**src/rtl/ballot_pkg.sv**
```systemverilog
// ballot_pkg -- shared types and constants for the ballot sequencer.
//   ID_W       : voter ID width
//   CNT_W      : statistics counter width
//   state_t    : sequencer FSM states
//   rsp_code_t : result codes returned on the response channel
package ballot_pkg;

    localparam int unsigned ID_W  = 4;
    localparam int unsigned CNT_W = 8;

    typedef enum logic [2:0] {
        ST_IDLE    = 3'd0,
        ST_CHECK   = 3'd1,
        ST_WAIT_ID = 3'd2,
        ST_VOTE    = 3'd3,
        ST_RESP    = 3'd4
    } state_t;

    typedef enum logic [1:0] {
        RSP_ACCEPTED = 2'd0,
        RSP_INVALID  = 2'd1,
        RSP_USED     = 2'd2,
        RSP_TIMEOUT  = 2'd3
    } rsp_code_t;

endpackage

```
**src/rtl/sat_counter8.sv**
```systemverilog
// sat_counter8 -- 8-bit event counter that sticks at its maximum value.
// Ports:
//   clk     : clock, rising edge
//   reset   : synchronous active-high clear
//   i_inc   : count one event this cycle
//   o_count : current count (registered)
module sat_counter8
    import ballot_pkg::*;
(
    input  logic             clk,
    input  logic             reset,
    input  logic             i_inc,
    output logic [CNT_W-1:0] o_count
);

    localparam logic [CNT_W-1:0] CNT_MAX = '1;

    logic [CNT_W-1:0] r_count;

    // Saturating increment; reset wins over a pending increment.
    always_ff @(posedge clk) begin
        if (reset) begin
            r_count <= '0;
        end else if (i_inc && (r_count != CNT_MAX)) begin
            r_count <= r_count + CNT_W'(1);
        end
    end

    assign o_count = r_count;

endmodule

```
**src/rtl/ballot_sequencer.sv**
```systemverilog
// ballot_sequencer -- sequences one voter request through the voting machine:
// ID check, wait for ID status, cast vote, return a result code.
// Optional feature macro: BALLOT_TIMEOUT_EN (bounds the wait for vote_done
// to TIMEOUT_CYCLES cycles and reports TIMEOUT; otherwise VOTE waits forever).
// Ports:
//   clk, reset                          : clock, synchronous active-high reset
//   req_valid/req_ready/req_id/req_candidate : voter request channel
//   rsp_valid/rsp_ready/rsp_code        : result channel (0 ACC,1 INV,2 USED,3 TMO)
//   id/check/vote_signal/candidate_select : commands to the voting machine
//   id_valid/id_used/vote_done          : voting machine status
//   accepted_count/rejected_count       : saturating ballot statistics
module ballot_sequencer
    import ballot_pkg::*;
#(
    parameter int unsigned ID_LATENCY     = 1,
    parameter int unsigned TIMEOUT_CYCLES = 16
) (
    input  logic             clk,
    input  logic             reset,
    input  logic             req_valid,
    output logic             req_ready,
    input  logic [ID_W-1:0]  req_id,
    input  logic             req_candidate,
    output logic             rsp_valid,
    input  logic             rsp_ready,
    output logic [1:0]       rsp_code,
    output logic [ID_W-1:0]  id,
    output logic             check,
    output logic             vote_signal,
    output logic             candidate_select,
    input  logic             id_valid,
    input  logic             id_used,
    input  logic             vote_done,
    output logic [CNT_W-1:0] accepted_count,
    output logic [CNT_W-1:0] rejected_count
);

    // Elaboration-time parameter range guard.
    if ((ID_LATENCY == 0) || (ID_LATENCY > 7) ||
        (TIMEOUT_CYCLES < 2) || (TIMEOUT_CYCLES > 255)) begin : g_param_check
        $error("ballot_sequencer: ID_LATENCY or TIMEOUT_CYCLES out of range");
    end

    localparam logic [2:0] WAIT_LAST = 3'(ID_LATENCY - 1);

    state_t          r_state;
    state_t          w_state_nxt;
    rsp_code_t       r_code;
    rsp_code_t       w_code_nxt;
    logic [2:0]      r_wait_cnt;
    logic [2:0]      w_wait_cnt_nxt;
    logic [ID_W-1:0] r_id;
    logic            r_cand;
    logic            r_req_ready;
    logic            r_check;
    logic            r_vote;
    logic            r_cand_sel;
    logic            r_rsp_valid;
    logic            w_hs;
    logic            w_enter_resp;
    logic            w_inc_acc;
    logic            w_inc_rej;

`ifdef BALLOT_TIMEOUT_EN
    localparam logic [7:0] TO_LAST = 8'(TIMEOUT_CYCLES - 1);
    logic [7:0] r_to_cnt;
    logic [7:0] w_to_cnt_nxt;
`endif

    // Next-state, result code and phase counters.
    always_comb begin
        w_state_nxt    = r_state;
        w_code_nxt     = r_code;
        w_wait_cnt_nxt = r_wait_cnt;
`ifdef BALLOT_TIMEOUT_EN
        w_to_cnt_nxt   = r_to_cnt;
`endif
        unique case (r_state)
            ST_IDLE: begin
                if (req_valid) begin
                    w_state_nxt = ST_CHECK;
                end
            end
            ST_CHECK: begin
                w_state_nxt    = ST_WAIT_ID;
                w_wait_cnt_nxt = '0;
            end
            ST_WAIT_ID: begin
                // Status is only trusted in the last WAIT_ID cycle; used beats valid.
                if (r_wait_cnt == WAIT_LAST) begin
                    if (id_used) begin
                        w_state_nxt = ST_RESP;
                        w_code_nxt  = RSP_USED;
                    end else if (!id_valid) begin
                        w_state_nxt = ST_RESP;
                        w_code_nxt  = RSP_INVALID;
                    end else begin
                        w_state_nxt = ST_VOTE;
`ifdef BALLOT_TIMEOUT_EN
                        w_to_cnt_nxt = '0;
`endif
                    end
                end else begin
                    w_wait_cnt_nxt = r_wait_cnt + 3'd1;
                end
            end
            ST_VOTE: begin
                // vote_done is checked first so it wins a tie with expiry.
                if (vote_done) begin
                    w_state_nxt = ST_RESP;
                    w_code_nxt  = RSP_ACCEPTED;
                end
`ifdef BALLOT_TIMEOUT_EN
                else if (r_to_cnt == TO_LAST) begin
                    w_state_nxt = ST_RESP;
                    w_code_nxt  = RSP_TIMEOUT;
                end else begin
                    w_to_cnt_nxt = r_to_cnt + 8'd1;
                end
`endif
            end
            ST_RESP: begin
                if (rsp_ready) begin
                    w_state_nxt = ST_IDLE;
                end
            end
            default: begin
                w_state_nxt = ST_IDLE;
            end
        endcase
    end

    assign w_hs         = (r_state == ST_IDLE) && req_valid;
    assign w_enter_resp = (w_state_nxt == ST_RESP) && (r_state != ST_RESP);
    assign w_inc_acc    = w_enter_resp && (w_code_nxt == RSP_ACCEPTED);
    assign w_inc_rej    = w_enter_resp && (w_code_nxt != RSP_ACCEPTED);

    // State register.
    always_ff @(posedge clk) begin
        if (reset) begin
            r_state    <= ST_IDLE;
            r_code     <= RSP_ACCEPTED;
            r_wait_cnt <= '0;
        end else begin
            r_state    <= w_state_nxt;
            r_code     <= w_code_nxt;
            r_wait_cnt <= w_wait_cnt_nxt;
        end
    end

`ifdef BALLOT_TIMEOUT_EN
    // VOTE-phase timeout counter.
    always_ff @(posedge clk) begin
        if (reset) begin
            r_to_cnt <= '0;
        end else begin
            r_to_cnt <= w_to_cnt_nxt;
        end
    end
`endif

    // Request latch and registered outputs decoded from the next state.
    always_ff @(posedge clk) begin
        if (reset) begin
            r_id        <= '0;
            r_cand      <= 1'b0;
            r_req_ready <= 1'b1;
            r_check     <= 1'b0;
            r_vote      <= 1'b0;
            r_cand_sel  <= 1'b0;
            r_rsp_valid <= 1'b0;
        end else begin
            if (w_hs) begin
                r_id   <= req_id;
                r_cand <= req_candidate;
            end
            r_req_ready <= (w_state_nxt == ST_IDLE);
            r_check     <= (w_state_nxt == ST_CHECK);
            r_vote      <= (w_state_nxt == ST_VOTE);
            r_cand_sel  <= (w_state_nxt == ST_VOTE) && r_cand;
            r_rsp_valid <= (w_state_nxt == ST_RESP);
        end
    end

    sat_counter8 u_acc_cnt (
        .clk     (clk),
        .reset   (reset),
        .i_inc   (w_inc_acc),
        .o_count (accepted_count)
    );

    sat_counter8 u_rej_cnt (
        .clk     (clk),
        .reset   (reset),
        .i_inc   (w_inc_rej),
        .o_count (rejected_count)
    );

    assign req_ready        = r_req_ready;
    assign rsp_valid        = r_rsp_valid;
    assign rsp_code         = r_code;
    assign id               = r_id;
    assign check            = r_check;
    assign vote_signal      = r_vote;
    assign candidate_select = r_cand_sel;

endmodule

```
**config.mk**
```make
export PLATFORM = sky130hd
export DESIGN_NAME = ballot_sequencer
export DESIGN_NICKNAME = d
export VERILOG_FILES = /design/src/rtl/ballot_pkg.sv /design/src/rtl/sat_counter8.sv /design/src/rtl/ballot_sequencer.sv
export SDC_FILE = /design/constraint.sdc
export NUM_CORES = 1
export LEC_CHECK = 0
export BUFFER_PORTS_ARGS = -buffer_cell sky130_fd_sc_hd__buf_2
export CAP_MARGIN = 10
export CORE_AREA = 2 2 65 67
export CTS_CLUSTER_DIAMETER = 30
export DETAILED_ROUTE_END_ITERATION = 10
export DIE_AREA = 0 0 67 69
export GPL_TIMING_DRIVEN = 0
export PLACE_DENSITY = 0.67
export RECOVER_POWER = 50
export SYNTH_ARGS = -nofsm -noshare
export SYNTH_HDL_FRONTEND = slang
export SYNTH_SLANG_ARGS = --single-unit
```
**constraint.sdc**
```tcl
create_clock -name clk -period 5.8 [get_ports clk]
set_input_delay 1.16 -clock clk [delete_from_list [all_inputs] [get_ports clk]]
set_output_delay 1.16 -clock clk [all_outputs]
set_load 0.01 [all_outputs]
```
Word level (Yosys, flattened, before mapping)
Cells that the tools add are included.
- register bits after elaboration: 34
- word-level logic and storage cells: 54
- add/sub/neg operators: 3
- eq/ne operators: 11
- muxes and demuxes: 14
- reduce and logical (&&, ||, !) cells: 14
- operators with widths (operator ; number):
    $mux 3 ; 7
    $add 8x1->8 const B ; 2
    $ne 8x8->1 const B ; 2
    $pmux 3 s5 ; 1
    $eq 3x2->1 const B ; 3
    $logic_not 3->1 ; 3
    $mux 2 ; 4
    $logic_and 1x1->1 ; 7
    $eq 3x1->1 const B ; 2
    $eq 3x3->1 const B ; 2
    $pmux 3 s2 ; 1
    $pmux 2 s2 ; 1
    $reduce_bool 2->1 ; 2
    $add 3x1->3 const B ; 1
    $ne 3x3->1 const B ; 1
    $logic_not 2->1 ; 1
    $ne 2x2->1 const B ; 1
    $reduce_and 2->1 ; 1

Depth between registers and ports, before layout
Gate-level depths: netlist (run 1).
- word-level depth: 8
- mapped depth: 7
- gate-level depth less buffers: 7

Cells and area by module
Synthesis (run 1) repeated with hierarchy kept, for this count alone.
- cells, all modules: 194
- area, all modules: 1740.4 µm²
- by module, submodules not included (module ; instances ; cells an instance ; area each (µm²)):
    ballot_sequencer ; 1 ; 102 ; 879.6
    sat_counter8 ; 2 ; 46 ; 430.4

Least setup slack after synthesis (run 1)
No wires, ideal clock.
- kind: input -> register
- start: in id_valid
- end: reg u_rej_cnt.r_count[0], in the netlist u_rej_cnt.o_count[0]
- library setup time: 121 ps
- arrival: 2252 ps
- required time: 5679 ps
- setup slack: 3427 ps
- stages: 5
- buffers on the path: 0
- cells stage by stage: nor3b_1 -> o211ai_1 -> a22oi_1 -> a21oi_1 -> mux2_2
- longest elaborated chain between the ends: 8
- elaborated cells between the ends (all ways): 13
- classes of those cells: 1 x eq/ne; 8 x mux; 4 x reduce/logical
- RTL lines (item ; RTL line ; RTL):
    start, declared ; ballot_sequencer.sv:31 ; input logic id_valid,
    $mux 3 ; ballot_sequencer.sv:94 ; end else if (!id_valid) begin
    $mux 3 ; ballot_sequencer.sv:91 ; if (id_used) begin
    $mux 3 ; ballot_sequencer.sv:90 ; if (r_wait_cnt == WAIT_LAST) begin
    $pmux 3 s5 ; ballot_sequencer.sv:78 ; unique case (r_state)
    $eq 3x3->1 ; ballot_sequencer.sv:134 ; assign w_enter_resp = (w_state_nxt == ST_RESP) && (r_state != ST_RESP);
    $logic_and 1x1->1 ; ballot_sequencer.sv:134 ;
    $logic_and 1x1->1 * ; ballot_sequencer.sv:136 ; assign w_inc_rej = w_enter_resp && (w_code_nxt != RSP_ACCEPTED);
    $logic_and 1x1->1 * ; sat_counter8.sv:24 ; end else if (i_inc && (r_count != CNT_MAX)) begin
    end signal, assigned ; sat_counter8.sv:25 ; r_count <= r_count + CNT_W'(1);
    end, declared ; sat_counter8.sv:18 ; logic [CNT_W-1:0] r_count;
Mark *: on every way between the ends. The rest lies on a longest branch, timed or not.
A chain may end at the register's enable or synchronous reset.

Worst setup path in the final report (run 1)
- start: in id_valid
- end: reg u_rej_cnt.r_count[5], in the netlist u_rej_cnt.o_count[5]
Same word-level chain as after synthesis.

==> flow_summary_export.csv, run 1 <==
group,metric,value,unit
outcome,status,"completed",
sta,rsz0062_at_grt,"false",
clocking,clk_latency,0.28,ns
critical_path,cp_data_arrival_time,2.86,ns
critical_path,cpMaxStageDelayCell,"o31ai_1",
power_and_ir_drop,switching_share,22.5,%
critical_path,crit_required,5.96,ns
sta,fin_setup_tns,0,ns
clocking,cts_max_path_buffers,2,
synthesis,synth_area,1690,µm²
critical_path,critPathLaunchType,"primary input",
die,die_area,4620,µm²
power_and_ir_drop,internal-power,0.000388,W
critical_path,crit_buf_inv,1,
grt,overflow,0,
drt,wl_met1,1620,µm
clocking,clkSinkCount,34,
sta,final-setup-viol-count,0,
drt,drt_iter0_markers,90,
critical_path,critPathMaxFanout,5,
synthesis,postSynth.asyncResetShare,0,%
sta,period_share,46.5,%
sta,finalMaxSlewViolations,0,
critical_path,endpoint_kind,"register",
synthesis,synth_seq_cells,34,
finish,drive_gt1_share,13.7,%
sta,skew,0.00693,ns
run,drv_cap,0,
worst_hold_path,hp-class,"reg2reg",
finish,areaGrowthSynthToFinish,17.7,%
drt,drtAntennaViolNets,0,
grt,grt_pass1_vias,1274,
placement,gp_congestion,0.805,
die,io-pin-count,39,
synthesis,avgSynthCellArea,8.96,µm²
sta,finalCriticalPeriod,2.70,ns
clocking,postCtsSetupBuffers,0,
synthesis,yosysTopAreaCell,"dfxtp_1",
power_and_ir_drop,p_leak,0.796,nW
drt,vias,1431,
sta,finalHoldViolations,0,
drt,met3_length,212,µm
clocking,cts_resized,0,
finish,fin_util,50.7,%
grt,antenna_found_initial,0,
synthesis,synth.yosys.seq_area_share,40.4,%
critical_path,path_cells,"buf_2 > nor2b_1 > o31ai_1 > nand2_2 > a211oi_1 > mux2_1",
sta,achievable-frequency,371,MHz
synthesis,yosys-top-cells-count,"35 x nor2_1, 34 x dfxtp_1, 10 x a21oi_1",
clocking,cts_tree,"built",
drt,highest_layer,"met4",
power_and_ir_drop,ir_drop,0.170,mV
power_and_ir_drop,p_comb_share,9.5,%
die,initial_core_util,43.1,%
synthesis,syn-num-nets,204,
placement,place.port_buffers,38,
clocking,cts_inserted_buffers,5,
power_and_ir_drop,power_density,252,nW/µm²
synthesis,syn-instance-count,188,
power_and_ir_drop,power.switching,0.000112,W
drt,wirelength,3370,µm
sta,slew_headroom,51.6,%
die,die_w,67,µm
grt,grtUsageTotal,15.4,%
grt,grt_max_degree,11,
synthesis,synth-edff-count,0,
placement,place_hpwl,2480,µm
clocking,cts_root_buffer,"clkbuf_8",
drt,first_pass_iters,4,
drt,met2WireLength,1450,µm
clocking,clkTransAtPathRegs,0.07,ns
critical_path,cpPeakStageDelay,0.62,ns
synthesis,synth_cell_types,45,
synthesis,synth-main-ff-cell,"dfxtp_1",
power_and_ir_drop,p_seq_share,48.6,%
die,die_y,69,µm
drt,wire_per_inst,11.9,µm
die,core_area,3910,µm²
synthesis,yosys-top-cells-area,"dfxtp_1 40%, nor2_1 7.8%, mux2i_1 4.2%, nand2b_1 3.3%, nor2b_1 3.3%",
grt,grt_pass1_wl,5580,µm
power_and_ir_drop,clkPwrFrac,41.8,%
synthesis,synthMostInstantiatedCell,"nor2_1",
finish,num_antenna_cells,0,
synthesis,yosysWarnings,0,
critical_path,critical_path.top_delay_family,"compound AO/OA/AOI/OAI gates",
die,core.rowCount,23,
drt,viasPerCell,5.04,
finish,nets,249,
synthesis,synth.top_cell.area_share,40.4,%
drt,drc,0,
sta,worstMarginPinSlew,0.720,ns
critical_path,critPathKind,"in2reg",
clocking,ctsHoldBuffers,0,
clocking,h-tree-depth,2,
routing by layer:
metal | vias up | track usage, %
li1 | 740 | -
met4 | 0 | 7.26
met3 | 11 | 3.92
met2 | 39 | 22.3
met1 | 641 | 21.0
met5 | - | 0
kinds of logic (layout without fill, tap and decap cells):
logic type               after synthesis  count (layout)  share of synthesized area [%]
adder cells (fa/ha/maj)                4               4                           2.97
multiplexers                          14              14                           8.83
XOR/XNOR                               5               5                           2.60
AO/OA/AOI/OAI                         29              29                           13.0
buffers and inverters                 11              57                           3.19
AND/OR/NAND/NOR                       91              91                           29.0
flip-flops                            34              34                           40.4
through the flow:
stage / cell area, µm² / cells / setup slack (ns) / hold slack, ns / total power [W]
4_1_cts: 2040 / 284 / 3.37 / 0.489 / 0.000511
2_1_floorplan: 1690 / 188 / 3.43 / 0.429 / 0.000283
3_5_place_dp: 1940 / 276 / 3.07 / 0.472 / 0.000300
6_report: 1980 / 284 / 3.10 / 0.484 / 0.000500
3_3_place_gp: 1940 / 276 / 3.07 / 0.464 / 0.000299
5_1_grt: 1980 / 284 / 2.95 / 0.510 / 0.000526
power by group through the flow:
| stage | Combinational [W] | Sequential [W] | Clock (W) |
|---|---|---|---|
| finish | 0.0000476 | 0.000243 | 0.000209 |
| global route | 0.0000538 | 0.000244 | 0.000229 |
| CTS | 0.0000511 | 0.000243 | 0.000217 |
| detailed placement | 0.0000508 | 0.000249 | 0 |
| global placement | 0.0000506 | 0.000249 | 0 |
| floorplan | 0.0000319 | 0.000251 | 0 |
worst paths after layout:
check	from	end	slack (ns)	cells after the start
setup / recovery	id_valid	u_rej_cnt.o_count[5]$_SDFFE_PP0P_	3.10	6
hold / removal	r_cand$_SDFFE_PP0P_	candidate_select$_SDFF_PP0_	0.48	1
setup reg to reg	r_wait_cnt[0]$_SDFFE_PP0P_	u_rej_cnt.o_count[5]$_SDFFE_PP0P_	3.37	7
hold reg to reg	r_cand$_SDFFE_PP0P_	candidate_select$_SDFF_PP0_	0.48	1
registers in the layout, indices dropped and copies added (netlist names), 2 cells and up:
register / cells
rsp_code: 2
id: 4
u_acc_cnt.o_count: 8
u_rej_cnt.o_count: 8
r_wait_cnt: 3
r_state: 3
layout by cell type, fill, tap and decap left out, types with 2 or more instances in the layout:
| master | synthesis | layout |
|---|---|---|
| a211oi_1 | 3 | 3 |
| a21oi_1 | 10 | 10 |
| a2bb2oi_1 | 2 | 2 |
| and3_1 | 6 | 6 |
| buf_2 | 1 | 14 |
| clkbuf_1 | 4 | 31 |
| clkbuf_8 | 0 | 5 |
| dfxtp_1 | 34 | 34 |
| ha_1 | 4 | 4 |
| inv_1 | 4 | 4 |
| mux2_1 | 3 | 3 |
| mux2_2 | 4 | 4 |
| mux2i_1 | 7 | 7 |
| nand2_1 | 6 | 6 |
| nand2b_1 | 9 | 9 |
| nand3_1 | 8 | 8 |
| nand3b_1 | 2 | 2 |
| nand4_1 | 2 | 2 |
| nor2_1 | 35 | 35 |
| nor2b_1 | 9 | 9 |
| nor3_1 | 2 | 2 |
| nor4b_1 | 2 | 2 |
| o211ai_1 | 2 | 2 |
| o21ai_0 | 2 | 2 |
| o21bai_1 | 3 | 3 |
| xor2_1 | 4 | 4 |
layout make-up:
| cell class | count | area [µm²] |
|---|---|---|
| fillers | 410 | 1930 |
| multi-input cells | 143 | 922 |
| flip-flops and latches | 34 | 681 |
| repair buffers | 38 | 159 |
| clock buffers | 7 | 76.3 |
| well taps | 50 | 62.6 |
| plain buffers | 7 | 38.8 |
| clock inverters | 1 | 30.0 |
| inverters | 4 | 15.0 |
Note: power is estimated with default switching activity, not from simulation.
==> inputs of run 2 (changes only) <==
PLACE_DENSITY = 0.7   (was 0.67)
clock period = 2.35 ns   (was 5.8 ns; I/O delays follow)
==> run 2 against run 1 <==
  * Critical path depth is the same
  * Power grew 150%
  * Clock skew about the same
  * Setup slack worse by 2.9 ns
  * Cell count did not move
  * Register-to-register slack got worse by 3.1 ns
  * Wire length fell by 0.30%
  * Via count hardly changed
  * Cell area rose by 1.3%
  * Die area did not move
  * Critical path type is now reg2reg
  * Largest cell class unchanged
  * Highest routed layer unchanged
==> flow_summary_export.csv, run 2 (same netlist as run 1, synthesis figures left out) <==
group,metric,value,unit
sta,achievable-frequency,477,MHz
critical_path,crit_required,2.56,ns
die,die_y,69,µm
die,io-pin-count,39,
finish,drive_gt1_share,15.0,%
clocking,clkTransAtPathRegs,0.07,ns
clocking,h-tree-depth,2,
placement,place_hpwl,2490,µm
clocking,cts_root_buffer,"clkbuf_8",
drt,viasPerCell,5.04,
finish,layout_commonest_cell,"nor2_1",
drt,drtAntennaViolNets,0,
finish,nets,249,
sta,worstMarginPinSlew,0.566,ns
grt,grtUsageTotal,16.0,%
critical_path,critPathMaxFanout,6,
sta,finalCriticalPeriod,2.10,ns
clocking,clk_latency,0.28,ns
sta,skew,0.00735,ns
sta,slew_headroom,62.1,%
power_and_ir_drop,ir_drop,0.489,mV
critical_path,endpoint_kind,"register",
die,die_area,4620,µm²
sta,finalHoldViolations,0,
drt,wire_per_inst,11.8,µm
critical_path,r2r_start,"u_acc_cnt.o_count[0]$_SDFFE_PP0P_",
outcome,status,"completed",
finish,num_antenna_cells,0,
critical_path,critPathKind,"reg2reg",
placement,gp_congestion,0.786,
die,core_area,3910,µm²
drt,first_pass_iters,4,
clocking,cts_max_path_buffers,2,
grt,grt_max_degree,11,
sta,rsz0062_at_grt,"false",
critical_path,critPathLaunchType,"register",
die,initial_core_util,43.1,%
clocking,postCtsSetupBuffers,0,
grt,overflow,0,
die,die_w,67,µm
power_and_ir_drop,p_leak,0.814,nW
clocking,ctsHoldBuffers,0,
sta,final-setup-viol-count,0,
finish,areaGrowthSynthToFinish,19.3,%
drt,drc,0,
sta,fin_setup_tns,0,ns
drt,vias,1430,
sta,finalMaxSlewViolations,0,
clocking,cts_inserted_buffers,5,
critical_path,crit_path_start,"u_acc_cnt.o_count[0]$_SDFFE_PP0P_",
worst_hold_path,min_from,"req_id[0]",
grt,antenna_found_initial,0,
finish,final_cell_mix,"35 x nor2_1, 34 x dfxtp_1, 31 x clkbuf_1",
run,drv_cap,0,
grt,grt_pass1_wl,5780,µm
clocking,clkSinkCount,34,
clocking,cts_tree,"built",
sta,holdWs,0.423,ns
grt,grt_pass1_vias,1286,
sta,period_share,89.3,%
drt,drt_iter0_markers,50,
power_and_ir_drop,power_density,610,nW/µm²
critical_path,cp_data_arrival_time,2.31,ns
drt,wirelength,3360,µm
worst_hold_path,hp-class,"in2reg",
placement,place.port_buffers,38,
die,core.rowCount,23,
-- run 2: final cells by class --
cell class / instances / area, µm²
flip-flops and latches: 34 / 681
inverters: 4 / 15.0
repair buffers: 38 / 156
fillers: 408 / 1900
plain buffers: 7 / 38.8
clock buffers: 8 / 110
multi-input cells: 143 / 947
well taps: 50 / 62.6
-- run 2: path summary, 6_finish.rpt --
path,endpoint,slack [ns],cells after the start
max reg2reg,u_acc_cnt.o_count[5]$_SDFFE_PP0P_,0.25,6
max,u_acc_cnt.o_count[5]$_SDFFE_PP0P_,0.25,6
min reg2reg,candidate_select$_SDFF_PP0_,0.47,1
min,id[0]$_SDFFE_PP0P_,0.42,3
-- run 2: worst max-delay path, cell delays in order (launching register included) --
cell and delay [ns]:
dfxtp_1 0.35, ha_1 0.22, and3_1 0.21, a31oi_1 0.49, nand4_1 0.24, or3_1 0.38, a21oi_1 0.13
-- run 2: per-stage QoR --
stage	instance area (µm²)	util (%)	power (W)	setup slack (ns)	std cells
4_1_cts	2050	52.3	0.00124	0.148	284
3_3_place_gp	1940	49.5	0.000739	0.157	276
6_report	2010	51.4	0.00123	0.252	284
3_5_place_dp	1940	49.5	0.000739	0.157	276
2_1_floorplan	1690	-	0.000699	0.435	188
5_1_grt	2010	51.4	0.00129	0.0841	284
-- run 2: report_power, final --
part | internal, W | switching [W]
logic | 0.0000499 | 0.0000735
clock network | 0.000296 | 0.000207
registers | 0.000593 | 0.00000864
-- run 2: metal layers --
metal	vias to the layer above	track usage [%]	part of all wire, %	wire length [µm]
li1	742	-	-	-
met1	645	21.2	49	1660
met2	37	23.4	44	1470
met3	6	5.22	5.0	168
met4	0	6.80	1.8	62
met5	-	0	0	0
-- run 2: what timing repair did --
action | CTS | global route
resized for setup | 0 | 2
setup endpoints to repair | 0 | 1
endpoints found under the hold margin | 0 | 0
